[src/rtl/mmio_pkg.sv]
// Shared types and default address map for the MMIO interconnect.
package mmio_pkg;

  typedef enum logic [1:0] {
    IDLE = 2'd0,
    WAIT = 2'd1,
    DONE = 2'd2
  } state_t;

  localparam int unsigned DEF_N_SLV   = 4;
  localparam int unsigned DEF_TIMEOUT = 16;

  localparam logic [31:0] DEF_ERR_DATA = 32'hDEAD_BEEF;

  // Slot 0 (DMEM) occupies the least significant word.
  localparam logic [127:0] DEF_SLV_BASE = {32'h1004_0000, 32'h1003_0000, 32'h1002_0000, 32'h1001_0000};
  localparam logic [127:0] DEF_SLV_MASK = {4{32'hFFFF_0000}};

  // Slot index width; a single-slave map still needs one bit.
  function automatic int unsigned slot_width(input int unsigned n);
    return (n > 1) ? $clog2(n) : 1;
  endfunction

endpackage

[src/rtl/mmio_interconnect_if.sv]
// CPU data port plus peripheral fan-out signals of the MMIO interconnect.
interface mmio_interconnect_if
  import mmio_pkg::*;
#(
  parameter int unsigned N_SLV = DEF_N_SLV
);

  logic [31:0]         cpu_addr;
  logic [31:0]         cpu_wdata;
  logic                cpu_we;
  logic                cpu_re;
  logic [31:0]         cpu_rdata;
  logic                cpu_stall;
  logic                bus_err;
  logic [31:0]         err_addr;
  logic                err_clr;
  logic [N_SLV-1:0]    slv_sel;
  logic                slv_we;
  logic [31:0]         slv_addr;
  logic [31:0]         slv_wdata;
  logic [N_SLV-1:0]    slv_ack;
  logic [N_SLV*32-1:0] slv_rdata;

  // CPU and peripherals together form the environment around the interconnect.
  modport master (
    output cpu_addr, cpu_wdata, cpu_we, cpu_re, err_clr, slv_ack, slv_rdata,
    input  cpu_rdata, cpu_stall, bus_err, err_addr, slv_sel, slv_we, slv_addr, slv_wdata
  );

  modport slave (
    input  cpu_addr, cpu_wdata, cpu_we, cpu_re, err_clr, slv_ack, slv_rdata,
    output cpu_rdata, cpu_stall, bus_err, err_addr, slv_sel, slv_we, slv_addr, slv_wdata
  );

endinterface

[src/rtl/mmio_decode.sv]
// Address window match with lowest-index priority on overlapping windows.
module mmio_decode
  import mmio_pkg::*;
#(
  parameter int unsigned         N_SLV    = DEF_N_SLV,
  parameter logic [N_SLV*32-1:0] SLV_BASE = DEF_SLV_BASE,
  parameter logic [N_SLV*32-1:0] SLV_MASK = DEF_SLV_MASK
) (
  input  logic [31:0]                  addr,
  output logic                         hit,
  output logic [slot_width(N_SLV)-1:0] slot
);

  localparam int unsigned SLOT_W = slot_width(N_SLV);

  // Walk from the top so the lowest matching index is the one left standing.
  always_comb begin
    hit  = 1'b0;
    slot = '0;
    for (int i = int'(N_SLV) - 1; i >= 0; i--) begin
      if ((addr & SLV_MASK[i*32 +: 32]) == (SLV_BASE[i*32 +: 32] & SLV_MASK[i*32 +: 32])) begin
        hit  = 1'b1;
        slot = SLOT_W'(i);
      end
    end
  end

endmodule

[src/rtl/mmio_interconnect.sv]
// Registered, handshaked CPU-to-peripheral interconnect with timeout and sticky error capture.
module mmio_interconnect
  import mmio_pkg::*;
#(
  parameter int unsigned         N_SLV    = DEF_N_SLV,
  parameter logic [N_SLV*32-1:0] SLV_BASE = DEF_SLV_BASE,
  parameter logic [N_SLV*32-1:0] SLV_MASK = DEF_SLV_MASK,
  parameter int unsigned         TIMEOUT  = DEF_TIMEOUT,
  parameter logic [31:0]         ERR_DATA = DEF_ERR_DATA
) (
  input  logic                 clk,
  input  logic                 reset,
  mmio_interconnect_if.slave   bus
);

  localparam int unsigned SLOT_W = slot_width(N_SLV);
  localparam int unsigned CNT_W  = $clog2(TIMEOUT);

  state_t              state_q, state_d;
  logic [CNT_W-1:0]    cnt_q, cnt_d;
  logic [SLOT_W-1:0]   slot_q, slot_d;
  logic [N_SLV-1:0]    sel_q, sel_d;
  logic                we_q, we_d;
  logic [31:0]         addr_q, addr_d;
  logic [31:0]         wdata_q, wdata_d;
  logic [31:0]         rdata_q, rdata_d;
  logic                bus_err_q, bus_err_d;
  logic [31:0]         err_addr_q, err_addr_d;

  logic                request;
  logic                dec_hit;
  logic [SLOT_W-1:0]   dec_slot;
  logic                ack_hit;
  logic                expire;
  logic                err_set;

  mmio_decode #(
    .N_SLV    (N_SLV),
    .SLV_BASE (SLV_BASE),
    .SLV_MASK (SLV_MASK)
  ) u_decode (
    .addr (bus.cpu_addr),
    .hit  (dec_hit),
    .slot (dec_slot)
  );

  assign request = bus.cpu_we | bus.cpu_re;
  assign ack_hit = (state_q == WAIT) && ((bus.slv_ack & sel_q) != '0);
  assign expire  = (cnt_q == CNT_W'(TIMEOUT - 1));

  always_ff @(posedge clk or posedge reset) begin
    if (reset) state_q <= IDLE;
    else       state_q <= state_d;
  end

  always_comb begin
    state_d = state_q;
    case (state_q)
      IDLE:    if (request) state_d = dec_hit ? WAIT : DONE;
      WAIT:    if (ack_hit || expire) state_d = DONE;
      DONE:    state_d = IDLE;
      default: state_d = IDLE;
    endcase
  end

  // Slave-side strobes exist only while in WAIT; everything else defaults to zero or hold.
  always_comb begin
    cnt_d   = '0;
    slot_d  = slot_q;
    sel_d   = '0;
    we_d    = 1'b0;
    addr_d  = '0;
    wdata_d = '0;
    rdata_d = rdata_q;
    err_set = 1'b0;
    case (state_q)
      IDLE: begin
        if (request && dec_hit) begin
          slot_d  = dec_slot;
          sel_d   = N_SLV'(1) << dec_slot;
          we_d    = bus.cpu_we;
          addr_d  = bus.cpu_addr & ~SLV_MASK[{dec_slot, 5'd0} +: 32];
          wdata_d = bus.cpu_wdata;
        end else if (request) begin
          err_set = 1'b1;
          rdata_d = ERR_DATA;
        end
      end
      WAIT: begin
        if (ack_hit) begin
          if (!we_q) rdata_d = bus.slv_rdata[{slot_q, 5'd0} +: 32];
        end else if (expire) begin
          err_set = 1'b1;
          rdata_d = ERR_DATA;
        end else begin
          sel_d   = sel_q;
          we_d    = we_q;
          addr_d  = addr_q;
          wdata_d = wdata_q;
          cnt_d   = cnt_q + CNT_W'(1);
        end
      end
      default: ;
    endcase
  end

  // A new error outranks a clear in the same cycle; only the first error address is kept.
  always_comb begin
    bus_err_d  = err_set | (bus_err_q & ~bus.err_clr);
    err_addr_d = bus.err_clr ? 32'd0 : err_addr_q;
    if (err_set && (!bus_err_q || bus.err_clr)) err_addr_d = bus.cpu_addr;
  end

  always_ff @(posedge clk or posedge reset) begin
    if (reset) begin
      cnt_q      <= '0;
      slot_q     <= '0;
      sel_q      <= '0;
      we_q       <= 1'b0;
      addr_q     <= '0;
      wdata_q    <= '0;
      rdata_q    <= '0;
      bus_err_q  <= 1'b0;
      err_addr_q <= '0;
    end else begin
      cnt_q      <= cnt_d;
      slot_q     <= slot_d;
      sel_q      <= sel_d;
      we_q       <= we_d;
      addr_q     <= addr_d;
      wdata_q    <= wdata_d;
      rdata_q    <= rdata_d;
      bus_err_q  <= bus_err_d;
      err_addr_q <= err_addr_d;
    end
  end

  assign bus.cpu_stall = request & (state_q != DONE);
  assign bus.cpu_rdata = rdata_q;
  assign bus.bus_err   = bus_err_q;
  assign bus.err_addr  = err_addr_q;
  assign bus.slv_sel   = sel_q;
  assign bus.slv_we    = we_q;
  assign bus.slv_addr  = addr_q;
  assign bus.slv_wdata = wdata_q;

endmodule

[src/flat_wrapper.sv]
// flat-port wrapper written by rule: the top's interface ports become plain ports
module mmio_interconnect_flat import mmio_pkg::*;
#(
  parameter int unsigned         N_SLV    = DEF_N_SLV,
  parameter logic [N_SLV*32-1:0] SLV_BASE = DEF_SLV_BASE,
  parameter logic [N_SLV*32-1:0] SLV_MASK = DEF_SLV_MASK,
  parameter int unsigned         TIMEOUT  = DEF_TIMEOUT,
  parameter logic [31:0]         ERR_DATA = DEF_ERR_DATA
)
  (clk, reset, bus_cpu_addr, bus_cpu_wdata, bus_cpu_we, bus_cpu_re, bus_err_clr, bus_slv_ack, bus_slv_rdata, bus_cpu_rdata, bus_cpu_stall, bus_bus_err, bus_err_addr, bus_slv_sel, bus_slv_we, bus_slv_addr, bus_slv_wdata);
  mmio_interconnect_if #(.N_SLV(N_SLV)) bus_i ();
  input  logic clk;
  input  logic reset;
  input wire logic [$bits(bus_i.cpu_addr)-1:0] bus_cpu_addr;
  input wire logic [$bits(bus_i.cpu_wdata)-1:0] bus_cpu_wdata;
  input wire logic [$bits(bus_i.cpu_we)-1:0] bus_cpu_we;
  input wire logic [$bits(bus_i.cpu_re)-1:0] bus_cpu_re;
  input wire logic [$bits(bus_i.err_clr)-1:0] bus_err_clr;
  input wire logic [$bits(bus_i.slv_ack)-1:0] bus_slv_ack;
  input wire logic [$bits(bus_i.slv_rdata)-1:0] bus_slv_rdata;
  output wire logic [$bits(bus_i.cpu_rdata)-1:0] bus_cpu_rdata;
  output wire logic [$bits(bus_i.cpu_stall)-1:0] bus_cpu_stall;
  output wire logic [$bits(bus_i.bus_err)-1:0] bus_bus_err;
  output wire logic [$bits(bus_i.err_addr)-1:0] bus_err_addr;
  output wire logic [$bits(bus_i.slv_sel)-1:0] bus_slv_sel;
  output wire logic [$bits(bus_i.slv_we)-1:0] bus_slv_we;
  output wire logic [$bits(bus_i.slv_addr)-1:0] bus_slv_addr;
  output wire logic [$bits(bus_i.slv_wdata)-1:0] bus_slv_wdata;
  assign bus_i.cpu_addr = bus_cpu_addr;
  assign bus_i.cpu_wdata = bus_cpu_wdata;
  assign bus_i.cpu_we = bus_cpu_we;
  assign bus_i.cpu_re = bus_cpu_re;
  assign bus_i.err_clr = bus_err_clr;
  assign bus_i.slv_ack = bus_slv_ack;
  assign bus_i.slv_rdata = bus_slv_rdata;
  assign bus_cpu_rdata = bus_i.cpu_rdata;
  assign bus_cpu_stall = bus_i.cpu_stall;
  assign bus_bus_err = bus_i.bus_err;
  assign bus_err_addr = bus_i.err_addr;
  assign bus_slv_sel = bus_i.slv_sel;
  assign bus_slv_we = bus_i.slv_we;
  assign bus_slv_addr = bus_i.slv_addr;
  assign bus_slv_wdata = bus_i.slv_wdata;
  mmio_interconnect #(.N_SLV(N_SLV), .SLV_BASE(SLV_BASE), .SLV_MASK(SLV_MASK), .TIMEOUT(TIMEOUT), .ERR_DATA(ERR_DATA)) u_core (.clk(clk), .reset(reset), .bus(bus_i));
endmodule
[config.mk]
export PLATFORM = sky130hd
export DESIGN_NAME = mmio_interconnect_flat
export DESIGN_NICKNAME = d
export VERILOG_FILES = /design/src/rtl/mmio_pkg.sv /design/src/rtl/mmio_interconnect_if.sv /design/src/rtl/mmio_decode.sv /design/src/rtl/mmio_interconnect.sv /design/src/flat_wrapper.sv
export SDC_FILE = /design/constraint.sdc
export NUM_CORES = 1
export LEC_CHECK = 0
export CAP_MARGIN = 20
export CELL_PAD_IN_SITES_DETAIL_PLACEMENT = 0
export CELL_PAD_IN_SITES_GLOBAL_PLACEMENT = 1
export CORE_MARGIN = 2
export CORE_UTILIZATION = 29
export CTS_CLUSTER_DIAMETER = 40
export DETAILED_ROUTE_END_ITERATION = 10
export GPL_ROUTABILITY_DRIVEN = 0
export PLACE_DENSITY_LB_ADDON = 0.08
export SLEW_MARGIN = 20
export SYNTH_ARGS = -nofsm -noshare
export SYNTH_HDL_FRONTEND = slang
export SYNTH_SLANG_ARGS = --single-unit
[constraint.sdc]
create_clock -name clk -period 5.11 [get_ports clk]
set_input_delay 0.511 -clock clk [delete_from_list [all_inputs] [get_ports clk]]
set_output_delay 0.511 -clock clk [all_outputs]
set_load 0.01 [all_outputs]
Word-level counts from Yosys, hierarchy flattened. Index checks and enable logic that the tools add are counted.

Output and inout bits: 135. Memories kept: 0. Word-level logic and storage cells: 89. Register bits after elaboration: 142. Bits in writable memories: 0. Latch bits: 0. ROM bits: 0.

Add/subtract/negate cells: 1. Reduce and logical (&&, ||, !) cells: 13. Bitwise logic cells: 8. Divide/modulo/power cells: 0. Multipliers: 0. Magnitude comparators: 0. Shift-type cells: 3. Muxes and demuxes: 42. Eq/ne operators: 12.

Operator list (count): $mux W32 (11); $pmux W32 S2 (3); $shiftx A128 B8 Y32 (1); $shiftx A128 B8 Y32 const A (1); $eq A16 B13 Y1 const B (4); $and A32 B32 Y32 (1); $not A32 Y32 (1); $mux W4 (6); $mux W2 (7); $mux W1 (11); $pmux W4 S2 (1); $ne A2 B2 Y1 const B (3); $reduce_and A5 Y1 (1); $add A4 B1 Y4 const B (1); $and A4 B4 Y4 (1); $eq A4 B4 Y1 const B (1); $pmux W1 S2 (2); $pmux W2 S2 (1); $reduce_and A2 Y1 (2); $reduce_bool A2 Y1 (2); $reduce_bool A4 Y1 (1); $shl A1 B2 Y4 const A (1); $logic_and A1 B1 Y1 (3); $ne A3 B1 Y1 const B (1); 9 further kinds (12).

Logic depth before layout (Yosys ltp).
Depth after elaboration: 10. Gate-level depth with buffers: 7. Depth with buffers taken out: 5.

Cells and area by module. Synthesis repeated with hierarchy kept, for this count alone.

Cells, all modules: 429. Area, all modules: 5871.9 µm².

Modules (own cells, without submodules): mmio_interconnect (times used 1, area an instance 5778.0 µm², cells each 416); mmio_decode (times used 1, area an instance 93.8 µm², cells each 13).

Least setup slack after synthesis. No wires, ideal clock.

Kind: in2reg. From: input bus_cpu_addr[29]. To: register u_core.rdata_q[19], in the netlist u_core.bus.cpu_rdata[19]. Data required time: 4.982 ns. Stages: 6. Arrival: 2.252 ns. Path buffers: 1. Path slack: 2.730 ns. Cell sequence: or4b_1 nand2b_1 nor4_4 a211oi_2 buf_2 mux2_1.

Longest elaborated chain between the ends: 8.

Ends and longest elaborated chain: start, declared (RTL line flat_wrapper.sv:14) `input wire logic [$bits(bus_i.cpu_addr)-1:0] bus_cpu_addr;`; $eq A16 B13 Y1 (RTL line mmio_decode.sv:21) `if ((addr & SLV_MASK[i*32 +: 32]) == (SLV_BASE[i*32 +: 32] & SLV_MASK[i*32 +: 32])) begin`; $mux W1 (3 in series) (RTL line mmio_decode.sv:21); $mux W1 * (RTL line mmio_decode.sv:21); $logic_and A1 B1 Y1 * (RTL line mmio_interconnect.sv:78) `if (request && dec_hit) begin`; $ne A2 B2 Y1 (no source line) *; $reduce_and A5 Y1 (no source line) *; end signal, assigned (RTL line mmio_interconnect.sv:132) `rdata_q <= rdata_d;`; end, declared (RTL line mmio_interconnect.sv:26) `logic [31:0] rdata_q, rdata_d;`.

Mark *: on every way between the ends. The rest lies on a longest branch, timed or not. A chain may end at the register's enable or synchronous reset.

Final worst setup path.
From: input bus_slv_ack[3]. To: register u_core.rdata_q[18], in the netlist u_core.bus.cpu_rdata[18].

Longest elaborated chain between the ends: 5.

Ends and longest elaborated chain: start, declared (RTL line flat_wrapper.sv:19) `input wire logic [$bits(bus_i.slv_ack)-1:0] bus_slv_ack;`; $and A4 B4 Y4 * (RTL line mmio_interconnect.sv:48) `assign ack_hit = (state_q == WAIT) && ((bus.slv_ack & sel_q) != '0);`; $reduce_bool A4 Y1 * (RTL line mmio_interconnect.sv:48); $logic_and A1 B1 Y1 * (RTL line mmio_interconnect.sv:48); $ne A3 B3 Y1 (no source line), or another cell as far along; $reduce_and A5 Y1 (no source line) / $pmux W32 S2 (equally long branches).

Marks and branches as above.

==> summary.txt <==
Outcome = completed
DIE HEIGHT = 148 µm
Worst Hold Path Cells = 1
Final setup margin = 2.18 ns
Root cell of the clock tree = clkbuf_16
WS Path Type = input port to register
Flops & latches, synth = 126
Syn. warnings = 0
Fraction of registers with async set/reset = 1.00
Synth-to-Final Area Change = 67.4%
CP dominant cell by count = mux2_2
Switching Fraction = 0.253
Clock Skew = 0.0126 ns
CP bufs+invs = 2
Share of the synthesized area in the top cell type = 0.527
H-Tree Depth = 4
Peak fanout along the critical path = 21
Crit-path max cell delay = 0.67 ns
Cell variety after synth = 38
Fin nets = 967
Clock network power share = 0.433
Post-CTS Resized = 0
Reg clk slew, reported paths = 0.06 ns
Tmin final = 2.93 ns
Sequential cell area fraction in the yosys report = 0.527
Final period utilization = 0.573
Share of layout cells above drive strength 1 = 0.112
CTS buffer count = 17
Cell depth of the worst setup path = 7
Post-synth top area cell = dfrtp_1
Slew Viols, Final = 0
Antenna Nets Post-Route = 0
Largest net degree at the start of global routing = 53
Die area = 21,800 µm²
First drt pass iteration count = 4
Static Leak = 3.89 nW
Residual DRC count = 0
Hold Vio Cnt, Final = 0
Setup crit start kind = input port
Row cnt = 52
R2r worst-path depth = 6
Internal power = 2.10 mW
Initial antenna violation count = 0
Max Clock Freq = 342 MHz
PwrDens = 280 nW/µm²
Reg power frac = 0.378
Gr ovfl total = 0
DR vias = 5,003
DRT Wirelength = 20.4 mm
Filler cells = 1,815
Worst-case clock buffer depth = 2
Core box area = 20,200 µm²
Pre-CTS setup slack = 1.72 ns
Postcts setup bufs = 0
Port Buffer Count = 319
CP Cell Sequence = clkdlybuf4s50_1 > a22oi_1 > nand2_1 > mux2_2 > a211oi_4 > buf_4 > mux2_2
Synth top area cells = dfrtp_1, mux4_2, a22o_1
Worst path arrival time = 3.22 ns
Die X = 148 µm
DP HPWL = 14.9 mm
WL/cell = 19.5 µm
CP Capture Type = register
Ports = 336
Max-cap viol count = 0
Peak VDD IR = 0.220 mV
Post-Synthesis Cells = 452
Sw power = 0.711 mW
Iter 0 DRT Violations = 192
Post-Route Setup TNS = 0 ns
Post-DR vias/cell = 4.77
CTS tree = built
Synthesized cell area = 5980 µm²
RSZ-0062 raised after global routing = false
Top delay family on crit path = compound AO/OA/AOI/OAI gates
Worst Hold Class = register to register
Antenna Cells = 0
Least-Margin Pin Slew = 0.815 ns
Top_reg_cell synth = dfrtp_1
Vias in the first global route = 5,299
Global-route wire length before repair = 30.7 mm
Combinational Power Share = 0.189
Gr usage total = 0.184
# setup viols final = 0
Initial Util = 0.296
EDFF count, synth = 0
Post-CTS Hold Fix Bufs = 0
Post-synthesis average cell area = 13.2 µm²
Data required, critical path = 5.40 ns
Relative slew slack = 0.456
Slowest CP cell = a211oi_4
Clk Latency, worst-skew pair = 0.41 ns
CTS Sinks = 126
cell usage after synthesis (3+ instances only):
master       n
a22o_1      49
or2_2        3
clkbuf_1    27
o2bb2ai_1   32
buf_2        5
mux2_2       3
dfrtp_1    126
a21oi_1      4
mux2i_1      9
nand2_1     13
a32o_1       3
mux4_2      32
mux2_1      22
nand3_1      3
nor3_1       3
nand2b_1    57
nor2b_1      4
and2_1       3
buf_4       16
inv_1       12
nor2_1       6
area by class of cell:
cell class	count	area, µm²	share of cell area
clock buffer	18	439	0.0439
sequential	126	3160	0.315
clock inverter	14	154	0.0154
timing repair buffer	329	3270	0.326
multi-input combinational	279	2610	0.261
inverter	12	47.5	0.00475
tap	270	338	0.0337
state kept, by name, summed over array words and instances (netlist names):
register and flops:
u_core.bus.err_addr 32, u_core.bus.cpu_rdata 32, u_core.bus.slv_wdata 32, u_core.bus.slv_addr 16, u_core.state_q 2, u_core.bus.bus_err 1
u_core.slot_q 2, u_core.bus.slv_sel 4, u_core.cnt_q 4, u_core.bus.slv_we 1
stage by stage:
step                hold WS [ns]  instances  power (mW)  instance area (µm²)  utilization
finish                     0.472       1048        2.81                10000        0.495
global route               0.499       1048        2.93                10000        0.495
CTS                        0.471       1048        2.85                10000        0.495
detailed placement         0.463       1016        1.61                 9420        0.465
global placement           0.452       1016        1.61                 9420        0.465
floorplan                  0.432        467        1.31                 6040            -
path summary, 6_finish.rpt:
kind / startpoint / to / slack, ns
worst min-delay path: u_core.cnt_q[0]$_DFF_PP0_ / u_core.cnt_q[0]$_DFF_PP0_ / 0.47
worst max-delay path: bus_slv_ack[3] / u_core.bus.cpu_rdata[18]$_DFFE_PP0P_ / 2.18
max in group asynchronous: reset / u_core.bus.slv_wdata[23]$_DFFE_PP0N_ / 3.51
worst min register to register: u_core.cnt_q[0]$_DFF_PP0_ / u_core.cnt_q[0]$_DFF_PP0_ / 0.47
worst max register to register: u_core.bus.slv_sel[2]$_DFFE_PP0N_ / u_core.bus.cpu_rdata[18]$_DFFE_PP0P_ / 2.25
min in group asynchronous: reset / u_core.bus.err_addr[24]$_DFFE_PP0P_ / 0.53
power by group through the flow:
stage                     Clock [mW]  Sequential (mW)  Combinational, mW
after floorplan                    0             1.09              0.223
after global placement             0             1.08              0.534
after detailed placement           0             1.08              0.534
after CTS                       1.25             1.06              0.538
after global routing            1.30             1.07              0.567
final                           1.21             1.06              0.530
cell usage in the layout (no fill, tap or decap), types with 9 or more instances in the layout:
cell             synthesis  routed
a22o_1                  49      49
mux4_2                  32      32
mux2i_1                  9       9
mux2_1                  22      22
o2bb2ai_1               32      32
nand2_1                 13      13
dfrtp_1                126     125
buf_4                   16      10
clkdlybuf4s50_1          0     319
nand2b_1                57      57
inv_1                   12      11
conb_1                   1      16
clkbuf_16                0      17
kinds of logic after synthesis:
logic type,Yosys count,synth area share
other,1,0.000627
flip-flops,126,0.527
adder cells (fa/ha/maj),1,0.00209
multiplexers,66,0.183
XOR/XNOR,3,0.00439
buffers and inverters,62,0.0500
AO/OA/AOI/OAI,96,0.137
AND/OR/NAND/NOR,97,0.0958
metal layers:
metal	share of wire	vias up	global-route usage
met5	0	-	0
met1	0.40	2497	0.214
met3	0.082	15	0.0599
met2	0.50	218	0.322
li1	-	2273	-
met4	0.012	0	0.0572
Power figures use the tool's default switching activity.
==> edit 1: new RTL, config.mk and constraints unchanged <==
Re-encode `state_t` (3 states) as one-hot, 3 bits wide.
--- a/src/rtl/mmio_pkg.sv
+++ b/src/rtl/mmio_pkg.sv
@@ -1,10 +1,10 @@
 // Shared types and default address map for the MMIO interconnect.
 package mmio_pkg;
 
-  typedef enum logic [1:0] {
-    IDLE = 2'd0,
-    WAIT = 2'd1,
-    DONE = 2'd2
+  typedef enum logic [2:0] {
+    IDLE = 3'b001,
+    WAIT = 3'b010,
+    DONE = 3'b100
   } state_t;
 
   localparam int unsigned DEF_N_SLV   = 4;
Function: same outputs for any inputs over 4 cycles, from zero or initial values and one cycle with reset high; so few cycles prove little.
==> edit 1 against the original RTL <==
Area after synthesis increased by 3.7%. Worst setup slack got worse by 0.37 ns. Power increased by 23%. Register-to-register slack got worse by 0.43 ns. Die area grew 3.6%. Count of clock-buffer cells in the layout stayed put. Wire length up 0.75%. Cell area increased by 1.6%. Sequential cell count grew 1. Critical endpoint is now u_core.bus.cpu_rdata[19]. Largest cell class unchanged.
==> edit 1: results (changes against the original RTL) <==
Run status
  – Status: completed

Drt
  – Initial DRC count: 136 (-29%)
  – WL final: 20.5 mm (+0.75%)
  – Per-cell via count in the routed design: 4.75 (-0.49%)

Logic synthesis
  – Cell variety after synth: 47 (+24%)
  – Post-synthesis compound-gate area fraction: 13.5% (-0.24 points)
  – XOR/XNOR Fraction of Synth Area: 0.565% (+0.13 points)
  – Commonest cells in the netlist: 126 x dfrtp_1, 56 x nand2b_1, 50 x a22o_1
  – Synth Area in Adders: 0.202% (-0.0074 points)

Power and ir drop
  – Leakage power summed over all cells: 4.11 nW (+5.5%)
  – Largest vdd supply drop: 0.246 mV (+11%)

Layout
  – Fill count: 1863 (+2.6%)
  – Number of nets in the layout: 972 (+0.52%)

Place
  – Placement-stage worst setup slack: 1.63 ns (-0.0892 ns)
  – Cell Area, Placed: 9590 µm² (+1.8%)

Setup path
  – Highest cell delay on the worst timing path: 0.96 ns (+0.29 ns)
  – Register-to-register setup slack: 1.82 ns (-0.43 ns)
  – Critical Path Fanout Max: 33 (+57%)
  – Data arrival, critical path: 3.59 ns (+0.37 ns)
  – Critical path's slowest cell: a2111o_2
  – Depth of the worst register-to-register path: 4 (-2)

Global routing
  – Overall Global Routing Usage: 17.9% (-0.48 points)
  – Global-route wire length before repair: 30.7 mm (-0.22%)
  – Maximum number of pins on one net before global-route repair: 78 (+47%)

STA
  – Max-slew headroom at the worst pin: 34.1% (-11 points)
  – Tcrit/Tclk final: 64.4% (+7.2 points)

Clock network
  – Num Clock Sinks: 127 (+0.79%)
-- edit 1: layer usage --
layer / share of wire, % / global-route usage (%) / vias up / wire length (µm)
met3: 7.1 / 5.03 / 21 / 1460
met4: 1.7 / 5.19 / 0 / 339
met1: 42 / 22.6 / 2509 / 8620
met5: 0 / 0 / - / 0
met2: 49 / 30.0 / 199 / 10100
li1: - / - / 2297 / -
-- edit 1: through the flow --
step	instances	hold WS (ns)
after global placement	1026	0.451
final	1058	0.472
after detailed placement	1026	0.462
after CTS	1058	0.470
after global routing	1058	0.493
after floorplan	480	0.432
-- edit 1: layout make-up --
| type | instances | area, µm² | share of cell area, % |
|---|---|---|---|
| sequential | 127 | 3180 | 31.3 |
| clock inverter | 14 | 159 | 1.56 |
| inverter | 10 | 42.5 | 0.418 |
| multi-input combinational | 290 | 2790 | 27.4 |
| tap | 275 | 344 | 3.38 |
| timing repair buffer | 324 | 3230 | 31.8 |
| clock buffer | 18 | 429 | 4.22 |
-- edit 1: cell families (layout without fill, tap and decap cells) --
group | after synthesis | after routing
AO/OA/AOI/OAI | 100 | 100
XOR/XNOR | 4 | 4
AND/OR/NAND/NOR | 105 | 105
adder cells (fa/ha/maj) | 1 | 1
flip-flops | 127 | 127
buffers and inverters | 63 | 366
multiplexers | 64 | 64
other | 1 | 16
-- edit 1: path summary, 6_finish.rpt --
path | end | from
setup / recovery | u_core.bus.cpu_rdata[19] | u_core.state_q[2]
hold / removal | u_core.cnt_q[0] | u_core.cnt_q[0]
setup reg to reg | u_core.bus.cpu_rdata[19] | u_core.state_q[2]
hold reg to reg | u_core.cnt_q[0] | u_core.cnt_q[0]
max in group asynchronous | u_core.slot_q[0] | reset
min in group asynchronous | u_core.bus.slv_wdata[27] | reset
-- edit 1: critical path: cells and delay by family, from the launching register on --
family,cells,cell delay [ns]
AO/OA/AOI/OAI,2,1.83
flip-flops,1,0.41
multiplexers,1,0.42
AND/OR/NAND/NOR,1,0.49
-- edit 1: power by group --
group | leakage [nW] | internal, mW | switching, mW | total [mW]
Sequential | 1.60 | 1.13 | 0.0845 | 1.22
Combinational | 2.24 | 0.578 | 0.433 | 1.01
Clock | 0.270 | 0.725 | 0.492 | 1.22
==> edit 2: new RTL, same settings <==
Made on the original files. Set the package constant `DEF_N_SLV` to 8 (it was 4).
--- a/src/rtl/mmio_pkg.sv
+++ b/src/rtl/mmio_pkg.sv
@@ -7,7 +7,7 @@
     DONE = 2'd2
   } state_t;
 
-  localparam int unsigned DEF_N_SLV   = 4;
+  localparam int unsigned DEF_N_SLV   = 8;
   localparam int unsigned DEF_TIMEOUT = 16;
 
   localparam logic [31:0] DEF_ERR_DATA = 32'hDEAD_BEEF;
Interface: changed (resized bus_slv_ack, bus_slv_rdata and bus_slv_sel); port bits go from 336 to 472. The function was not compared with the original's and may differ.
==> edit 2 against the original RTL <==
Sequential cell count increased by 21. Sequential power increased by 65%. Die area increased by 26%. Cell area increased by 31%. Count of clock-buffer cells in the layout increased by 2. Power increased by 87%. Area after synthesis increased by 27%. Wire length increased by 56%. Worst setup slack improved by 0.12 ns. Clock power increased by 3%. Clock skew increased by 0.0011 ns. Critical path type unchanged. Largest power group is now combinational cells.
==> edit 2: results (changes against the original RTL) <==
Run status
  – Status: completed

Drt
  – Top layer used by detailed routing: met5
  – Routed length on met1: 13.5 mm (+65%)
  – Routed length on met3: 2.50 mm (+49%)
  – Total length of routed met2 wires: 15.5 mm (+51%)
  – Initial DRC count: 420 (+120%)
  – WL final: 31.8 mm (+56%)

STA
  – Hold slack final: 0.467 ns (-0.00545 ns)
  – Max-slew headroom at the worst pin: 28.6% (-17 points)

Global routing
  – Global-route wire length before repair: 44.7 mm (+45%)
  – Overall Global Routing Usage: 22.3% (+3.9 points)
  – Met1 track demand over resource: 29.3% (+7.9 points)
  – Antenna violations before repair: 4 (+4)
  – Vias in the first global route: 6869 (+30%)
  – Global-route track usage on met3: 6.94% (+0.96 points)

Logic synthesis
  – XOR/XNOR Fraction of Synth Area: 0.463% (+0.024 points)
  – Post-Syn Area per Cell: 14.4 µm² (+9.2%)
  – Commonest cells in the netlist: 147 x dfrtp_1, 101 x a22o_1, 64 x mux4_2
  – Sequential share of the synthesized area: 48.6% (-4.1 points)

Floorplanning
  – Total Die Area: 27400 µm² (+26%)

Layout
  – Multi-input logic portion of the cell area: 27.4% (+1.3 points)
  – Non-Filler Instances: 1322 (+26%)
  – Inserted Diodes: 3 (+3)
  – Inverters, non-clock: 6 (-6)
  – Clock Buffer Count: 20 (+2)
  – #MultiIn Comb: 316 (+13%)

Power and ir drop
  – P per Cell Area: 400 nW/µm² (+43%)
  – Leakage power summed over all cells: 5.23 nW (+34%)

Setup path
  – Critical Path Fanout Max: 77 (+270%)
  – Critical path's slowest cell: buf_4
  – Data arrival, critical path: 3.16 ns (-0.06 ns)
  – Worst r2r dst: u_core.bus.cpu_rdata[7]
  – Depth of the worst register-to-register path: 4 (-2)

Clock network
  – Num Clock Sinks: 147 (+17%)

Place
  – Cell Area, Placed: 12500 µm² (+33%)
edit 2: changes by cell type after synthesis, moves of 12 or more:
| cell | unedited run | this run |
|---|---|---|
| a22o_1 | 49 | 101 |
| mux2_1 | 22 | 0 |
| mux2i_1 | 9 | 56 |
| o2bb2ai_1 | 32 | 0 |
| a31oi_1 | 0 | 24 |
| dfrtp_1 | 126 | 147 |
| nand2b_1 | 57 | 3 |
| buf_2 | 5 | 20 |
| mux4_2 | 32 | 64 |
| nand2_1 | 13 | 1 |
edit 2: critical path, delay by kind of cell:
kind / cells / cell delay (ns)
AOI/OAI and AO/OA: 3 / 0.75
and+or+nand+nor: 1 / 0.28
buffers and inverters: 3 / 1.54
edit 2: report_power, final:
group	switching (mW)	leakage [nW]	internal, mW
clock	0.516	0.274	0.731
sequential	0.224	1.94	1.53
combinational	1.02	3.02	1.23
